--- src/rtl/mem_stream_pkg.sv ---
// Shared types and constants for the memory stream reader.
package mem_stream_pkg;

    localparam int ADDR_W = 16;
    localparam int DATA_W = 8;

    localparam logic [ADDR_W-1:0] ADDR_ONE = ADDR_W'(1);

    typedef enum logic [1:0] {
        IDLE,
        RUN,
        DRAIN,
        FINISH
    } stream_state_t;

endpackage

--- src/rtl/stream_fifo2.sv ---
// Two-entry byte FIFO between the memory read pipeline and the output stream.
// A pop against an empty FIFO is ignored, so a push into an empty FIFO
// never passes through to the head in the same cycle.
module stream_fifo2
    import mem_stream_pkg::*;
(
    input  logic              clk,
    input  logic              rst,
    input  logic              push,
    input  logic [DATA_W-1:0] push_data,
    input  logic              pop,
    output logic [1:0]        count,
    output logic [DATA_W-1:0] head
);

    logic [DATA_W-1:0] entry_q [2];
    logic              wr_ptr_q;
    logic              rd_ptr_q;
    logic [1:0]        count_q;
    logic              do_push;
    logic              do_pop;

    assign do_pop  = pop && (count_q != 2'd0);
    assign do_push = push && ((count_q != 2'd2) || do_pop);
    assign count   = count_q;
    assign head    = entry_q[rd_ptr_q];

    // Storage, pointers and occupancy update on push/pop.
    always_ff @(posedge clk) begin
        if (!rst) begin
            // NOTE: the two entries are reset because the head drives the stream data port, which must read 0 after reset.
            entry_q[0] <= '0;
            entry_q[1] <= '0;
            wr_ptr_q   <= 1'b0;
            rd_ptr_q   <= 1'b0;
            count_q    <= 2'd0;
        end else begin
            // NOTE: non-blocking assignments so every register samples pre-edge values regardless of statement order.
            if (do_push) begin
                entry_q[wr_ptr_q] <= push_data;
                wr_ptr_q          <= ~wr_ptr_q;
            end
            if (do_pop) begin
                rd_ptr_q <= ~rd_ptr_q;
            end
            case ({do_push, do_pop})
                2'b10:   count_q <= count_q + 2'd1;
                2'b01:   count_q <= count_q - 2'd1;
                default: count_q <= count_q;
            endcase
        end
    end

endmodule

--- src/rtl/mem_stream_reader.sv ---
// Sequential read-out engine: walks a contiguous range of byte memory and
// streams each byte on a valid/ready port at one byte per cycle.
// Optional feature: define MEM_STREAM_CHECKSUM_EN to build the 16-bit
// running byte-sum accumulator on the checksum port.
module mem_stream_reader
    import mem_stream_pkg::*;
(
    input  logic              clk,
    input  logic              rst,
    input  logic              start,
    input  logic [ADDR_W-1:0] base_addr,
    input  logic [ADDR_W-1:0] length,
    output logic              mem_req,
    output logic [ADDR_W-1:0] mem_addr,
    input  logic [DATA_W-1:0] mem_data,
    output logic [DATA_W-1:0] out_data,
    output logic              out_valid,
    input  logic              out_ready,
    output logic              busy,
    output logic              done,
    output logic [15:0]       checksum
);

    stream_state_t     state_q;
    logic [ADDR_W-1:0] addr_q;
    logic [ADDR_W-1:0] last_addr_q;
    logic [ADDR_W-1:0] issue_left_q;
    logic              pending_q;

    logic [1:0]        fifo_count;
    logic [DATA_W-1:0] fifo_head;
    logic              pop;
    logic              issue;
    logic              drain_empty;
    logic [2:0]        occupancy;

    stream_fifo2 u_fifo (
        .clk       (clk),
        .rst       (rst),
        .push      (pending_q),
        .push_data (mem_data),
        .pop       (pop),
        .count     (fifo_count),
        .head      (fifo_head)
    );

    assign out_valid = (fifo_count != 2'd0);
    assign out_data  = fifo_head;
    assign pop       = out_valid && out_ready;
    assign busy      = (state_q == RUN) || (state_q == DRAIN);
    assign mem_req   = busy;
    assign done      = (state_q == FINISH);

    // Issue decision: a read is launched only if its byte will find FIFO room,
    // counting the read already in flight and any byte leaving this cycle.
    always_comb begin
        // NOTE: every always_comb output gets a default first so no path can infer a latch.
        occupancy   = {1'b0, fifo_count} + {2'b00, pending_q};
        issue       = 1'b0;
        drain_empty = 1'b0;
        mem_addr    = last_addr_q;
        if ((state_q == RUN) && (issue_left_q != '0) &&
            (occupancy < (3'd2 + {2'b00, pop}))) begin
            issue = 1'b1;
        end
        if (!pending_q && ((fifo_count == 2'd0) || ((fifo_count == 2'd1) && pop))) begin
            drain_empty = 1'b1;
        end
        if (state_q == IDLE) begin
            mem_addr = '0;
        end else if (issue) begin
            mem_addr = addr_q;
        end
    end

    // Transfer FSM plus read-issue bookkeeping.
    always_ff @(posedge clk) begin
        if (!rst) begin
            state_q      <= IDLE;
            addr_q       <= '0;
            last_addr_q  <= '0;
            issue_left_q <= '0;
            pending_q    <= 1'b0;
        end else begin
            pending_q <= issue;
            if (issue) begin
                last_addr_q  <= addr_q;
                addr_q       <= addr_q + ADDR_ONE;
                issue_left_q <= issue_left_q - ADDR_ONE;
            end
            case (state_q)
                IDLE: begin
                    if (start) begin
                        addr_q       <= base_addr;
                        issue_left_q <= length;
                        state_q      <= (length != '0) ? RUN : FINISH;
                    end
                end
                RUN: begin
                    if (issue && (issue_left_q == ADDR_ONE)) begin
                        state_q <= DRAIN;
                    end
                end
                DRAIN: begin
                    if (drain_empty) begin
                        state_q <= FINISH;
                    end
                end
                FINISH: begin
                    state_q <= IDLE;
                end
                default: begin
                    state_q <= IDLE;
                end
            endcase
        end
    end

`ifdef MEM_STREAM_CHECKSUM_EN
    logic [15:0] sum_q;

    // Running wrap-around sum of handshaken bytes, cleared on an accepted start.
    always_ff @(posedge clk) begin
        if (!rst) begin
            sum_q <= '0;
        end else if ((state_q == IDLE) && start) begin
            sum_q <= '0;
        end else if (pop) begin
            sum_q <= sum_q + {{(16-DATA_W){1'b0}}, fifo_head};
        end
    end

    assign checksum = sum_q;
`else
    assign checksum = '0;
`endif

endmodule

--- config.mk ---
export PLATFORM = sky130hd
export DESIGN_NAME = mem_stream_reader
export DESIGN_NICKNAME = d
export VERILOG_FILES = /design/src/rtl/mem_stream_pkg.sv /design/src/rtl/stream_fifo2.sv /design/src/rtl/mem_stream_reader.sv
export SDC_FILE = /design/constraint.sdc
export NUM_CORES = 1
export LEC_CHECK = 0
export ABC_CLOCK_PERIOD_IN_PS = 3000
export CAP_MARGIN = 10
export CORE_AREA = 2 2 134 136
export DETAILED_ROUTE_END_ITERATION = 10
export DIE_AREA = 0 0 136 138
export PLACE_DENSITY = 0.42
export SYNTH_ARGS = -nofsm -noshare
export SYNTH_HDL_FRONTEND = slang
export SYNTH_HIERARCHICAL = 1
export SYNTH_SLANG_ARGS = --single-unit
--- constraint.sdc ---
create_clock -name clk -period 3 [get_ports clk]
set_clock_uncertainty 0.05 [all_clocks]
set_input_delay 0.45 -clock clk [delete_from_list [all_inputs] [get_ports clk]]
set_output_delay 0.45 -clock clk [all_outputs]
set_load 0.02 [all_outputs]
==> Yosys cells after proc, flatten, opt, wreduce, memory -nomap -nowiden <==
Memory sizes are Yosys's and may differ from the RTL's. A register that Yosys moved wholly into a read port is not among the register bits.
Index checks and enable logic that the tools add are counted.
{ "totals": {"register_bits": 55, "mem_bits_rw": 16, "output_inout_bits": 44, "wordCells": 74, "memories": 1} }
{ "classes": {"add_sub_neg": 6, "n_lt_le_gt_ge": 1, "n_eq_ne": 11, "muxes": 25, "bitwise": 2, "n_reduce_logical": 20} }
{ "memory_table": {"columns": ["name", "depth", "word_bits", "rd", "rd_ports_with_merged_regs", "write_ports", "line", "source"], "rows": [
  ["u_fifo.entry_q", 2, 8, 1, 1, 2, "stream_fifo2.sv:16", "logic [DATA_W-1:0] entry_q [2];"]
]} }
{ "ops": {"columns": ["operator", "count"], "rows": [
  ["$mux W16", 8],
  ["$reduce_bool A16 Y1", 2],
  ["$add A16 B1 Y16 const B", 1],
  ["$eq A16 B1 Y1 const B", 1],
  ["$sub A16 B1 Y16 const B", 1],
  ["$mux W1", 10],
  ["$logic_and A1 B1 Y1", 8],
  ["$mux W2", 4],
  ["$mux W8", 1],
  ["$pmux W2 S4", 1],
  ["$reduce_or A8 Y1", 1],
  ["$eq A2 B1 Y1 const B", 3],
  ["$eq A2 B2 Y1 const B", 3],
  ["$ne A2 B2 Y1 const B", 3],
  ["$logic_not A2 Y1", 2],
  ["$pmux W2 S2", 1],
  ["$reduce_bool A2 Y1", 2],
  ["$add A2 B1 Y3", 1],
  ["$add A2 B1 Y3 const A", 1],
  ["$logic_or A1 B1 Y1", 3],
  ["$lt A3 B3 Y1", 1],
  ["$reduce_and A3 Y1", 1],
  ["$add A2 B1 Y2 const B", 1],
  ["$ne A2 B1 Y1 const B", 1],
  ["3 further kinds", 4]
]} }

==> Depth between registers and ports, before layout <==
Gate-level depths: netlist of the first run.
{ "logic_depth": {"word_depth": 10, "mapped_depth": 9} }

==> Modules after synthesis <==
Netlist of the first run, hierarchy kept.
{ "modules_own_cells": {"columns": ["mod", "instances", "cells_per_inst", "area_each_um2", "seq_area_each_um2"], "rows": [
  ["mem_stream_reader", 1, 356, 2989.1, 1021.0],
  ["stream_fifo2", 1, 75, 929.6, 580.6]
]} }

==> Worst setup path after synthesis of the first run <==
OpenSTA, ideal clock, no wires.
{ "synth_timing": {"path_kind": "reg2out", "startpoint": "register pending_q", "endpoint": "output mem_addr[3]", "arrival_ns": 1.930, "slack_ns": 0.570, "stages_incl_launch_ff": 10, "path_buffers": 3, "path_cell_list": "dfxtp_1 ha_1 ha_1 nor2b_1 clkbuf_1 nand3_2 buf_6 buf_12 mux2i_1 nor2_1"} }
{ "synth_via": {"elab_chain_len": 6} }
{ "synth_lines": {"columns": ["item", "line", "source"], "rows": [
  ["start, declared", "mem_stream_reader.sv:28", "logic pending_q;"],
  ["start signal, assigned", "mem_stream_reader.sv:85", "pending_q <= issue;"],
  ["$add A2 B1 Y3", "mem_stream_reader.sv:58", "occupancy = {1'b0, fifo_count} + {2'b00, pending_q};"],
  ["$lt A3 B3 Y1", "mem_stream_reader.sv:63", "(occupancy < (3'd2 + {2'b00, pop}))) begin"],
  ["$logic_and A1 B1 Y1", "mem_stream_reader.sv:62", "if ((state_q == RUN) && (issue_left_q != '0) &&"],
  ["$mux W1", "mem_stream_reader.sv:62", null],
  ["$mux W16", "mem_stream_reader.sv:71", "end else if (issue) begin"],
  ["$mux W16", "mem_stream_reader.sv:69", "if (state_q == IDLE) begin"],
  ["end, declared", "mem_stream_reader.sv:14", "output logic [ADDR_W-1:0] mem_addr,"]
]} }
Every way passes these cells.

==> Final worst setup path of the first run <==
{ "layout_timing": {"startpoint": "register issue_left_q[1]", "endpoint": "output mem_addr[5]"} }
{ "layout_via": {"elab_chain_len": 6} }
{ "layout_lines": {"columns": ["item", "line", "source"], "rows": [
  ["start, declared", "mem_stream_reader.sv:27", "logic [ADDR_W-1:0] issue_left_q;"],
  ["start signal, assigned", "mem_stream_reader.sv:89", "issue_left_q <= issue_left_q - ADDR_ONE;"],
  ["start signal, assigned", "mem_stream_reader.sv:95", "issue_left_q <= length;"],
  ["$reduce_bool A16 Y1", "mem_stream_reader.sv:62", null],
  ["$logic_and A1 B1 Y1 (2 in series)", "mem_stream_reader.sv:62", null],
  ["$mux W1", "mem_stream_reader.sv:62", null],
  ["$mux W16", "mem_stream_reader.sv:71", null],
  ["$mux W16", "mem_stream_reader.sv:69", null]
]} }
Every way passes these cells.

==> results of run 1 <==
-- metrics by stage --
stage	TNS, ns	hold WS (ns)	instance area (um2)
3_3_place_gp	0	0.430	4860
3_5_place_dp	0	0.432	4860
2_1_floorplan	0	0.410	3980
5_1_grt	-0.0411	0.473	5160
6_report	0	0.443	5160
4_1_cts	0	0.448	5140
-- report_power, final --
group | internal [uW] | switching (uW) | leakage (uW)
combinational | 554 | 701 | 0.00113
sequential | 1150 | 154 | 0.000627
clock | 610 | 436 | 0.000146
total | 2310 | 1290 | 0.00191
-- layout by cell type (no fill, tap or decap), drive strengths merged, types with 9 or more instances in the layout --
cell type	count
nor2	56
dfxtp	56
clkdlybuf4s50	55
o21ai	41
nand2	27
a21oi	22
nor4	21
mux2i	19
nand4	18
xnor2	18
conb	16
edfxtp	16
buf	16
clkbuf	15
ha	12
a31oi	10
mux2	9
-- critical path: stages, from the launching register on --
cell,delay [ns]
dfxtp_1,0.33
inv_1,0.11
ha_1,0.18
nor3b_2,0.21
nand4_2,0.15
nand3_2,0.14
buf_12,0.20
mux2i_1,0.25
nor2_1,0.07
dlygate4sd2_1,0.35
-- layout make-up --
class,count,area share
Multi-Input combinational cell,327,0.412
Sequential cell,72,0.310
Timing Repair Buffer,87,0.161
Tap cell,229,0.0555
Clock buffer,11,0.0490
Clock inverter,5,0.00727
Inverter,7,0.00509
-- flip-flops by register name, summed over array words and instances, names as in the netlist, named ones only --
name	count
u_fifo/rd_ptr_q	1
pending_q	1
u_fifo/count	2
u_fifo/entry_q	16
last_addr_q	16
u_fifo/wr_ptr_q	1
issue_left_q	16
addr_q	16
state_q	2
-- cell usage after synthesis, drive strengths merged (2+ instances only) --
cell	n
nor3	2
buf	23
nor2	56
inv	6
edfxtp	16
xor2	4
nor4b	2
or2	2
nand4	18
clkbuf	17
nand3	4
ha	12
nor4	21
and4	3
or4	5
mux2i	19
o31ai	5
dfxtp	56
and2	2
nor2b	6
nand2b	4
o21ai	41
xnor2	18
o21a	3
nand2	27
or3	6
mux2	9
a31oi	10
a21oi	22
-- path summary, 6_finish.rpt --
path	from	end	slack [ns]	depth (start not counted)
max	issue_left_q[1]$_SDFF_PN0_	mem_addr[5]	0.16	9
min	last_addr_q[11]$_SDFF_PN0_	last_addr_q[11]$_SDFF_PN0_	0.44	2
min reg2reg	last_addr_q[11]$_SDFF_PN0_	last_addr_q[11]$_SDFF_PN0_	0.44	2
max reg2reg	u_fifo/count[0]$_SDFFE_PN0P_	u_fifo/count[1]$_SDFFE_PN0P_	0.63	9
-- routing by layer --
layer,vias up,track usage,share of wire
met4,0,0.0576,0.021
li1,1669,-,-
met1,1574,0.158,0.49
met3,14,0.0304,0.051
met2,83,0.183,0.44
met5,-,0,0
-- timing repair --
action	CTS	global route
gates resized for setup	18	22
endpoints found under the setup margin	16	14
gates cloned	0	0
-- cell families (layout without fill, tap and decap cells) --
group | after synthesis | count (layout)
compound gates | 86 | 86
xor+xnor | 22 | 22
fa+ha+maj | 12 | 12
buf+inv | 47 | 110
flops | 72 | 72
mux | 28 | 28
other cells | 1 | 16
simple gates | 163 | 163
==> metrics, run 1 <==
Synth Warn #=6; routed via count divided by cell count=4.53; adder-cell area share of the yosys netlist=0.0383; CTS tree=built; initial core utilization=0.223; leakage dissipation=0.00191 uW; Mapped Area=0.00392 mm2; RSZ-0062 raised after global routing=true; register clock-pin slew on the reported worst setup and hold paths=0.06 ns; class of the most critical setup path=flip-flop to output pin; utilization after layout=0.294; total power of the final layout=3600 uW; GP Congestion=0.761; CP Launch Type=flip-flop; largest driver fanout on the critical path=21; Detailed Place HPWL=7.92 mm; post-cts hold buffer count=0; average wire per standard cell=14.8 um; total DRC errors in the routed layout=0; arrival time worst endpoint=2.34 ns; maximum root-to-sink buffer count=2; largest net degree at the start of global routing=65; number of failing hold endpoints at the final stage=0; H-tree depth reported by CTS=3; Fillers=1,893; total of buffers placed on input and output ports=71; antenna cell count=0; Hold Crit Class=flip-flop to flip-flop; post-placement cell count=722; per-instance average area after synthesis=9.09 um2; area delta synth->final=31.7%; Clk Latency, worst-skew pair=0.34 ns; number of enable flip-flop cells after synthesis=16; footprint of the flip-flops and latches=0.00160 mm2; slew at the pin closest to its max-slew limit=0.806 ns; count of maximum capacitance violations=0; Place WS=0.0345 ns; Vert. Die Dim=138 um; fin nets=560; share of layout cells above drive strength 1=0.136; clock buffers created by TritonCTS=9; horizontal extent of the die=136 um; largest area contributor in the synthesized netlist=dfxtp_1; final critical-path share of the clock period=0.948; Core Rows=49; number of primary I/O pins=88; ys async rst share=0; post-synthesis xor/xnor area fraction=0.0511; maximum operating frequency=352 MHz; Via Count=3,340; Worst Path Required=2.50 ns; number of sinks on the clock net=72; Synth Flop Type=dfxtp_1; fin worst setup slack=0.156 ns; number of library cell types mapped by synthesis=54; crit path time final=2.84 ns; number of failing setup endpoints in the final timing report=0; largest family of logic cells by synthesized area=simple AND/OR/NAND/NOR gates; routed wire length=10.9 mm; post-synthesis simple-gate area fraction=0.228; max-slew violation count=0; fraction of the mapped netlist area in compound gates=0.126; remaining antenna violation count=0; Multi-input gate area=0.00213 mm2; maximum vdd ir drop=0.000265 V; Worst Setup End Kind=output pin; detailed-routing iteration count for the pre-antenna-repair pass=4; total power divided by cell area=698 mW/mm2; synthesized instance count=431; Slew headroom=0.463; 1st-iter DRT viols=134; wire length of the first global-routing pass=17.5 mm; Total Routing Usage GR=0.120; post-synthesis register bit count=72; Post-CTS Repair Setup Buffers=0; portion of the post-synthesis area used by sequential elements=0.409; root buffer cell=clkbuf_16; initial antenna violation count=0; largest cells by area after synthesis=dfxtp_1 29%, edfxtp_1 12%, nor2_1 5.4%; number of non-filler instances in the completed layout=738; Total Die Area=0.0188 mm2; status=finished clean; portion of synthesized cell area occupied by the leading cell type=0.286; core area=0.0175 mm2; multiplexer share of the synthesized area=0.0744; vias in the first global route=3,349; GRT Residual Overflow=0
(Power assumes the default switching activity.)
==> run 2: changes to the inputs <==
CAP_MARGIN = default   (was 10)
==> results of run 2 <==
No change in the layout: final DEF, timing and power equal those of run 1.
